===== config.mk =====
export PLATFORM = sky130hd
export DESIGN_NAME = wbm_cmd_bridge_flat
export DESIGN_NICKNAME = d
export VERILOG_FILES = /design/src/rtl/wbm_cmd_bridge_if.sv /design/src/rtl/wbm_cmd_bridge.sv /design/src/flat_wrapper.sv
export SDC_FILE = /design/constraint.sdc
export NUM_CORES = 1
export LEC_CHECK = 0
export BUFFER_PORTS_ARGS = -buffer_cell sky130_fd_sc_hd__buf_2
export CAP_MARGIN = 5
export CELL_PAD_IN_SITES_DETAIL_PLACEMENT = 0
export CELL_PAD_IN_SITES_GLOBAL_PLACEMENT = 1
export CORE_AREA = 2 2 115 95
export CTS_CLUSTER_DIAMETER = 40
export DETAILED_ROUTE_END_ITERATION = 10
export DIE_AREA = 0 0 117 97
export GPL_ROUTABILITY_DRIVEN = 0
export PLACE_DENSITY = 0.85
export SYNTH_ARGS = -nofsm -noshare
export SYNTH_HDL_FRONTEND = slang
export SYNTH_SLANG_ARGS = --single-unit

===== constraint.sdc =====
create_clock -name wb_clk_i -period 2 [get_ports wb_clk_i]
set_input_delay 0.1 -clock wb_clk_i [delete_from_list [all_inputs] [get_ports wb_clk_i]]
set_output_delay 0.1 -clock wb_clk_i [all_outputs]
set_load 0.03 [all_outputs]

===== src/rtl/wbm_cmd_bridge_if.sv =====
// rtl/wbm_cmd_bridge_if.sv - command/response stream and Wishbone master signal bundle
interface wbm_cmd_bridge_if #(
    parameter int DW = 32,
    parameter int AW = 8
);
    localparam int BE = DW / 8;

    // command stream from the host/serial decoder
    logic          cmd_valid_i;
    logic          cmd_ready_o;
    logic          cmd_we_i;
    logic [BE-1:0] cmd_sel_i;
    logic [AW-1:0] cmd_adr_i;
    logic [DW-1:0] cmd_dat_i;

    // response stream back to the host
    logic          rsp_valid_o;
    logic          rsp_ready_i;
    logic [DW-1:0] rsp_dat_o;
    logic          rsp_err_o;

    // Wishbone classic master side
    logic          wbm_cyc_o;
    logic          wbm_stb_o;
    logic          wbm_we_o;
    logic [BE-1:0] wbm_sel_o;
    logic [AW-1:0] wbm_adr_o;
    logic [DW-1:0] wbm_dat_o;
    logic [DW-1:0] wbm_dat_i;
    logic          wbm_ack_i;
    logic          wbm_err_i;

    // the bridge itself
    modport master (
        input  cmd_valid_i, cmd_we_i, cmd_sel_i, cmd_adr_i, cmd_dat_i,
        input  rsp_ready_i,
        input  wbm_dat_i, wbm_ack_i, wbm_err_i,
        output cmd_ready_o,
        output rsp_valid_o, rsp_dat_o, rsp_err_o,
        output wbm_cyc_o, wbm_stb_o, wbm_we_o, wbm_sel_o, wbm_adr_o, wbm_dat_o
    );

    // everything around the bridge: command source, response sink and WB slave
    modport slave (
        output cmd_valid_i, cmd_we_i, cmd_sel_i, cmd_adr_i, cmd_dat_i,
        output rsp_ready_i,
        output wbm_dat_i, wbm_ack_i, wbm_err_i,
        input  cmd_ready_o,
        input  rsp_valid_o, rsp_dat_o, rsp_err_o,
        input  wbm_cyc_o, wbm_stb_o, wbm_we_o, wbm_sel_o, wbm_adr_o, wbm_dat_o
    );
endinterface


===== src/rtl/wbm_cmd_bridge.sv =====
// rtl/wbm_cmd_bridge.sv - command stream to single Wishbone classic cycle bridge (optional WBM_BRIDGE_TIMEOUT_EN)
module wbm_cmd_bridge #(
    parameter int BUS_DATA_WIDTH = 32,
    parameter int BUS_ADDR_WIDTH = 8,
    parameter int TIMEOUT_CYCLES = 255
) (
    input  logic                 wb_clk_i,
    input  logic                 wb_rst_n_i,
    wbm_cmd_bridge_if.master     bus
);
    localparam int DW = BUS_DATA_WIDTH;
    localparam int AW = BUS_ADDR_WIDTH;
    localparam int BE = BUS_DATA_WIDTH / 8;

    typedef enum logic [1:0] {
        S_IDLE    = 2'd0,
        S_BUS     = 2'd1,
        S_RELEASE = 2'd2,
        S_RESP    = 2'd3
    } state_t;

    state_t        r_state,     w_state_nxt;
    logic          r_cmd_ready, w_cmd_ready_nxt;
    logic          r_cyc,       w_cyc_nxt;
    logic          r_we,        w_we_nxt;
    logic [BE-1:0] r_sel,       w_sel_nxt;
    logic [AW-1:0] r_adr,       w_adr_nxt;
    logic [DW-1:0] r_wdat,      w_wdat_nxt;
    logic          r_rsp_valid, w_rsp_valid_nxt;
    logic [DW-1:0] r_rsp_dat,   w_rsp_dat_nxt;
    logic          r_rsp_err,   w_rsp_err_nxt;
    logic          w_timer_hit;

`ifdef WBM_BRIDGE_TIMEOUT_EN
    localparam logic [15:0] TO_LAST = 16'(TIMEOUT_CYCLES - 1);

    logic [15:0] r_timer, w_timer_nxt;

    // hit on the edge that completes TIMEOUT_CYCLES waiting cycles in the current state
    assign w_timer_hit = (r_timer == TO_LAST);

    // timer restarts on every state change (accept, entry to RELEASE) and counts while waiting
    always_comb begin
        w_timer_nxt = r_timer;
        if (w_state_nxt != r_state) begin
            w_timer_nxt = 16'd0;
        end else if (r_state == S_BUS || r_state == S_RELEASE) begin
            w_timer_nxt = r_timer + 16'd1;
        end
    end

    // timer register
    always_ff @(posedge wb_clk_i or negedge wb_rst_n_i) begin
        if (!wb_rst_n_i) begin
            r_timer <= 16'd0;
        end else begin
            r_timer <= w_timer_nxt;
        end
    end
`else
    assign w_timer_hit = 1'b0;
`endif

    // next state and next value of every registered output
    always_comb begin
        w_state_nxt     = r_state;
        w_cmd_ready_nxt = r_cmd_ready;
        w_cyc_nxt       = r_cyc;
        w_we_nxt        = r_we;
        w_sel_nxt       = r_sel;
        w_adr_nxt       = r_adr;
        w_wdat_nxt      = r_wdat;
        w_rsp_valid_nxt = r_rsp_valid;
        w_rsp_dat_nxt   = r_rsp_dat;
        w_rsp_err_nxt   = r_rsp_err;

        case (r_state)
            S_IDLE: begin
                w_cmd_ready_nxt = 1'b1;
                if (bus.cmd_valid_i && r_cmd_ready) begin
                    w_we_nxt        = bus.cmd_we_i;
                    w_sel_nxt       = bus.cmd_sel_i;
                    w_adr_nxt       = bus.cmd_adr_i;
                    w_wdat_nxt      = bus.cmd_dat_i;
                    w_cyc_nxt       = 1'b1;
                    w_cmd_ready_nxt = 1'b0;
                    w_state_nxt     = S_BUS;
                end
            end
            S_BUS: begin
                // err wins over a simultaneous ack; a silent slave ends via the timer
                if (bus.wbm_err_i) begin
                    w_rsp_dat_nxt = '0;
                    w_rsp_err_nxt = 1'b1;
                    w_cyc_nxt     = 1'b0;
                    w_state_nxt   = S_RELEASE;
                end else if (bus.wbm_ack_i) begin
                    w_rsp_dat_nxt = r_we ? '0 : bus.wbm_dat_i;
                    w_rsp_err_nxt = 1'b0;
                    w_cyc_nxt     = 1'b0;
                    w_state_nxt   = S_RELEASE;
                end else if (w_timer_hit) begin
                    w_rsp_dat_nxt = '0;
                    w_rsp_err_nxt = 1'b1;
                    w_cyc_nxt     = 1'b0;
                    w_state_nxt   = S_RELEASE;
                end
            end
            S_RELEASE: begin
                // respond only once the slave has dropped ack, so it cannot leak into the next cycle
                if (!bus.wbm_ack_i) begin
                    w_rsp_valid_nxt = 1'b1;
                    w_state_nxt     = S_RESP;
                end else if (w_timer_hit) begin
                    w_rsp_dat_nxt   = '0;
                    w_rsp_err_nxt   = 1'b1;
                    w_rsp_valid_nxt = 1'b1;
                    w_state_nxt     = S_RESP;
                end
            end
            S_RESP: begin
                if (bus.rsp_ready_i) begin
                    w_rsp_valid_nxt = 1'b0;
                    w_cmd_ready_nxt = 1'b1;
                    w_state_nxt     = S_IDLE;
                end
            end
            default: begin
                w_state_nxt = S_IDLE;
            end
        endcase
    end

    // state and output registers; reset drops cyc/stb immediately
    always_ff @(posedge wb_clk_i or negedge wb_rst_n_i) begin
        if (!wb_rst_n_i) begin
            r_state     <= S_IDLE;
            r_cmd_ready <= 1'b0;
            r_cyc       <= 1'b0;
            r_we        <= 1'b0;
            r_sel       <= '0;
            r_adr       <= '0;
            r_wdat      <= '0;
            r_rsp_valid <= 1'b0;
            r_rsp_dat   <= '0;
            r_rsp_err   <= 1'b0;
        end else begin
            r_state     <= w_state_nxt;
            r_cmd_ready <= w_cmd_ready_nxt;
            r_cyc       <= w_cyc_nxt;
            r_we        <= w_we_nxt;
            r_sel       <= w_sel_nxt;
            r_adr       <= w_adr_nxt;
            r_wdat      <= w_wdat_nxt;
            r_rsp_valid <= w_rsp_valid_nxt;
            r_rsp_dat   <= w_rsp_dat_nxt;
            r_rsp_err   <= w_rsp_err_nxt;
        end
    end

    assign bus.cmd_ready_o = r_cmd_ready;
    assign bus.wbm_cyc_o   = r_cyc;
    assign bus.wbm_stb_o   = r_cyc;
    assign bus.wbm_we_o    = r_we;
    assign bus.wbm_sel_o   = r_sel;
    assign bus.wbm_adr_o   = r_adr;
    assign bus.wbm_dat_o   = r_wdat;
    assign bus.rsp_valid_o = r_rsp_valid;
    assign bus.rsp_dat_o   = r_rsp_dat;
    assign bus.rsp_err_o   = r_rsp_err;
endmodule


===== src/flat_wrapper.sv =====
// flat-port wrapper written by rule: the top's interface ports become plain ports
module wbm_cmd_bridge_flat 
#(
    parameter int BUS_DATA_WIDTH = 32,
    parameter int BUS_ADDR_WIDTH = 8,
    parameter int TIMEOUT_CYCLES = 255
)
  (wb_clk_i, wb_rst_n_i, bus_cmd_valid_i, bus_cmd_we_i, bus_cmd_sel_i, bus_cmd_adr_i, bus_cmd_dat_i, bus_rsp_ready_i, bus_wbm_dat_i, bus_wbm_ack_i, bus_wbm_err_i, bus_cmd_ready_o, bus_rsp_valid_o, bus_rsp_dat_o, bus_rsp_err_o, bus_wbm_cyc_o, bus_wbm_stb_o, bus_wbm_we_o, bus_wbm_sel_o, bus_wbm_adr_o, bus_wbm_dat_o);
  wbm_cmd_bridge_if #(.DW(32), .AW(8)) bus_i ();
  input  logic wb_clk_i;
  input  logic wb_rst_n_i;
  input wire logic [$bits(bus_i.cmd_valid_i)-1:0] bus_cmd_valid_i;
  input wire logic [$bits(bus_i.cmd_we_i)-1:0] bus_cmd_we_i;
  input wire logic [$bits(bus_i.cmd_sel_i)-1:0] bus_cmd_sel_i;
  input wire logic [$bits(bus_i.cmd_adr_i)-1:0] bus_cmd_adr_i;
  input wire logic [$bits(bus_i.cmd_dat_i)-1:0] bus_cmd_dat_i;
  input wire logic [$bits(bus_i.rsp_ready_i)-1:0] bus_rsp_ready_i;
  input wire logic [$bits(bus_i.wbm_dat_i)-1:0] bus_wbm_dat_i;
  input wire logic [$bits(bus_i.wbm_ack_i)-1:0] bus_wbm_ack_i;
  input wire logic [$bits(bus_i.wbm_err_i)-1:0] bus_wbm_err_i;
  output wire logic [$bits(bus_i.cmd_ready_o)-1:0] bus_cmd_ready_o;
  output wire logic [$bits(bus_i.rsp_valid_o)-1:0] bus_rsp_valid_o;
  output wire logic [$bits(bus_i.rsp_dat_o)-1:0] bus_rsp_dat_o;
  output wire logic [$bits(bus_i.rsp_err_o)-1:0] bus_rsp_err_o;
  output wire logic [$bits(bus_i.wbm_cyc_o)-1:0] bus_wbm_cyc_o;
  output wire logic [$bits(bus_i.wbm_stb_o)-1:0] bus_wbm_stb_o;
  output wire logic [$bits(bus_i.wbm_we_o)-1:0] bus_wbm_we_o;
  output wire logic [$bits(bus_i.wbm_sel_o)-1:0] bus_wbm_sel_o;
  output wire logic [$bits(bus_i.wbm_adr_o)-1:0] bus_wbm_adr_o;
  output wire logic [$bits(bus_i.wbm_dat_o)-1:0] bus_wbm_dat_o;
  assign bus_i.cmd_valid_i = bus_cmd_valid_i;
  assign bus_i.cmd_we_i = bus_cmd_we_i;
  assign bus_i.cmd_sel_i = bus_cmd_sel_i;
  assign bus_i.cmd_adr_i = bus_cmd_adr_i;
  assign bus_i.cmd_dat_i = bus_cmd_dat_i;
  assign bus_i.rsp_ready_i = bus_rsp_ready_i;
  assign bus_i.wbm_dat_i = bus_wbm_dat_i;
  assign bus_i.wbm_ack_i = bus_wbm_ack_i;
  assign bus_i.wbm_err_i = bus_wbm_err_i;
  assign bus_cmd_ready_o = bus_i.cmd_ready_o;
  assign bus_rsp_valid_o = bus_i.rsp_valid_o;
  assign bus_rsp_dat_o = bus_i.rsp_dat_o;
  assign bus_rsp_err_o = bus_i.rsp_err_o;
  assign bus_wbm_cyc_o = bus_i.wbm_cyc_o;
  assign bus_wbm_stb_o = bus_i.wbm_stb_o;
  assign bus_wbm_we_o = bus_i.wbm_we_o;
  assign bus_wbm_sel_o = bus_i.wbm_sel_o;
  assign bus_wbm_adr_o = bus_i.wbm_adr_o;
  assign bus_wbm_dat_o = bus_i.wbm_dat_o;
  wbm_cmd_bridge #(.BUS_DATA_WIDTH(BUS_DATA_WIDTH), .BUS_ADDR_WIDTH(BUS_ADDR_WIDTH), .TIMEOUT_CYCLES(TIMEOUT_CYCLES)) u_core (.wb_clk_i(wb_clk_i), .wb_rst_n_i(wb_rst_n_i), .bus(bus_i));
endmodule

==> impl_summary.md <==
Die
The die footprint is 11300 um^2. In this run the standard cell core region covers 10100 um^2. From left edge to right edge, the die measures 117 um.

The initial core utilization is 33.5%. The floorplan has 33 rows. For this design the top-level I/O count stands at 165.

The die extent in y is 97 um.

Yosys
The number of warning messages in the yosys log is 0. Yosys attributes the largest share of cell area to dfrtp_1 61%, mux2_2 15%, nand2_1 7.4%. The number of different library cells in the post-synthesis netlist is 29. The cell area after synthesis is 3380 um^2. Synthesis produced 276 cells.

Counting flops with an async set or reset pin after synthesis yields a share of 100%. Summed over all instances, the cell type with the most area after synthesis is dfrtp_1. Dividing the synthesized area by the synthesized cell count gives 12.3 um^2. Yosys mapped a number of flops with a built-in enable equal to 0. In the synthesized netlist, the cells that appear most often are 83 x dfrtp_1, 67 x nand2_1, 45 x mux2_2.

Summed over its instances, the top area cell type makes up 61.4% of the synthesized netlist area. The sequential share of the synthesized area is 61.4%. The synthesized net count is 365.

Yosys instantiated no cell more often than dfrtp_1. Among all flip-flop cells after synthesis, the most frequent one is dfrtp_1. In this run, synthesis produced a sequential element count of 83.

Placement
The worst slack at placement is 0.150 ns. The placed instances occupy a cell area of 4360 um^2. Port buffering added 164 buffers.

The total half-perimeter wirelength after legalization and detailed placement is 5.80 mm.

Power
The share of power burned in registers is 33.9%. The part of the total power dissipated in combinational logic is 46.7%. For this design the static power due to leakage is 0.00256 uW. In this run switching power makes up 42.8% of total power. The clock network burns 19.3% of the power. The net switching power of the design is 3470 uW. The internal portion of the total power is 4640 uW. After layout, the design draws a total of 8120 uW.

The power density over the cells is 1560 nW/um^2. VDD sags by at most 0.000570 V.

STA
At the pin with the least slew margin, the transition time is 0.529 ns. The final hold violation count came to 0. The portion of the clock cycle consumed by the worst path in the final layout is 92.9%.

Subtracting the final worst setup slack from the clock period gives 1.86 ns. The number of max-slew violations in the final report is 0. After routing, the total negative slack on setup checks comes to 0 ns.

The peak clock frequency supported by timing is 538 MHz. The minimum setup slack in the final design is 0.142 ns. The worst slew margin relative to its limit is 64.7%. The final-report setup violation count is 0.

Setup repair after global routing left no endpoint under its margin. On the final layout, the worst clock skew is 0.00574 ns.

Clocking
The insertion delay of the later-clocked pin in the worst-skew pair is 0.33 ns. The CTS tree is yes. The number of levels in the clock H-tree is 3.

Once the clock tree was built, the setup fixing pass inserted 0 buffers. The clock-pin slew on the worst setup and hold paths is 0.06 ns. Counting every sink on the clock net gives 83. The number of clock buffers added by TritonCTS is 9. The cell sitting at the root of the clock tree is a clkbuf_16. In this run the deepest clock path goes through 2 buffers. The count of instances resized after the clock tree is built is 0.

Cells and area
From synthesis to final layout, the design area changed by 53.9%. The number of diodes is 0. Cells fill 51.5% of the core in the end. The count of filler cells inserted in the layout is 893. Once layout is done, the placed cells without fillers occupy 5210 um^2. The net count of the finished layout is 585. The share of post-route cells with drive strength above 1 is 47.3%.

Detailed routing
The overall via count from detail_route is 2790. The detailed-route wire length per cell is 13.7 um. The final wirelength is 8.78 mm. The number of DRC violations after detailed routing is 0. The count of antenna-violating nets left after detailed routing is 0. The number of DRC markers after the initial detailed-route iteration is 132. Dividing the detail-routed via count by the number of cells gives 4.35. The number of optimization iterations in the first detailed-route pass is 4.

Hold path
The worst hold path begins at bus_wbm_dat_i[6]. The number of cells on the worst hold path is 3. The capture endpoint of the worst hold path is u_core.bus.rsp_dat_o[6]. The tightest min-delay check is of the in -> reg type.

Setup path
In this run the critical register-to-register path is captured at u_core.bus.wbm_dat_o[5]. The register-to-register setup slack is 0.14 ns. The kind of end point of the critical path is a flop.

The category of the most critical setup path is reg -> reg. The critical path data required time is 2.21 ns. Tracing the worst setup path back leads to its startpoint at u_core.r_state[0].

For the worst flop-to-flop path, the logic depth is 5. The worst setup path is launched from a flop. The startpoint identified for the worst register-to-register timing path is u_core.r_state[0]. The worst endpoint data arrival time is 2.07 ns.

In this run the worst path has a maximum fanout of 47.

Global routing
The first global-routing pass estimated 13.8 mm of wire. The pin count of the biggest net entering global routing is 65. The global routing usage summed across all routing layers is 15.6%.

The number of global-route vias before repair was 2829. The leftover overflow at the end of global routing is 0. The initial antenna violation count is 0.

Run
The max-cap check violation count is 0.

Run status
The flow ran to the end, and the final reports show no timing, DRC or antenna violations.
sequential cells by signal, indices dropped and copies added (netlist names):
name                    flops
u_core.r_state              2
u_core.bus.cmd_ready_o      1
u_core.bus.wbm_adr_o        8
u_core.bus.rsp_valid_o      1
u_core.bus.rsp_dat_o       32
u_core.bus.wbm_we_o         1
u_core.bus.wbm_dat_o       32
u_core.bus.rsp_err_o        1
u_core.bus.wbm_cyc_o        1
u_core.bus.wbm_sel_o        4
repair_timing:
action,4_1_cts,5_1_grt
endpoints found under the setup margin,0,0
hold buffers,55,1
hold endpoints to repair,91,1
stage by stage:
step / hold slack [ns] / cells
after global placement: 0.118 / 569
after global routing: 0.000305 / 641
after floorplan: -0.196 / 276
after CTS: 0.000131 / 640
final: 0.0102 / 641
after detailed placement: 0.123 / 569
area by class of cell:
| type | count | area (um^2) | area share, % |
|---|---|---|---|
| Sequential cell | 83 | 2080 | 39.9 |
| Timing Repair Buffer | 224 | 1450 | 27.9 |
| Multi-Input combinational cell | 175 | 1210 | 23.2 |
| Clock buffer | 10 | 239 | 4.59 |
| Tap cell | 140 | 175 | 3.36 |
| Clock inverter | 6 | 48.8 | 0.937 |
| Inverter | 3 | 11.3 | 0.216 |
per-layer routing:
| metal | GRT usage [%] | vias to the layer above | share of wire, % |
|---|---|---|---|
| li1 | - | 1371 | - |
| met1 | 17.6 | 1299 | 41 |
| met2 | 27.8 | 102 | 52 |
| met3 | 5.08 | 18 | 6.1 |
| met4 | 4.71 | 0 | 1.5 |
| met5 | 0 | - | 0 |
power groups by stage:
stage	clock network, uW	registers (uW)	logic (uW)
after detailed placement	0	2770	3740
after global placement	0	2730	3640
after global routing	1700	2840	4090
after CTS	1620	2740	3820
final	1570	2750	3790
after floorplan	0	4070	1310
worst max-delay path, cell delays in order (launching register included):
cell and delay [ns]:
dfrtp_1 0.44, inv_1 0.12, ha_1 0.28, and3_2 0.24, buf_12 0.24, mux2_2 0.38
cell usage in the layout, fill, tap and decap left out, drive strengths merged, types with 3 or more instances in the layout:
cell type and count:
buf 168, clkbuf 10, clkinvlp 3, dfrtp 83, dlygate4sd3 56, ha 6
inv 5, mux2 46, nand2 67, nor2 3, nor2b 3, o21ai 34
worst max-delay path by stage:
stage,endpoint,depth (start not counted)
final,u_core.bus.wbm_dat_o[5],5
after CTS,u_core.bus.wbm_dat_o[5],5
after detailed placement,u_core.bus.wbm_dat_o[5],5
after global routing,u_core.bus.wbm_dat_o[5],5
after floorplan,u_core.bus.wbm_dat_o[10],6
after global placement,u_core.bus.wbm_dat_o[14],5
cell families after synthesis:
group | Yosys count | share of synthesized area (%)
fa+ha+maj | 6 | 2.22
mux | 47 | 15.7
flops | 83 | 61.4
compound gates | 42 | 7.62
buf+inv | 18 | 3.33
simple gates | 80 | 9.76
Note: power is estimated with default switching activity, not from simulation.
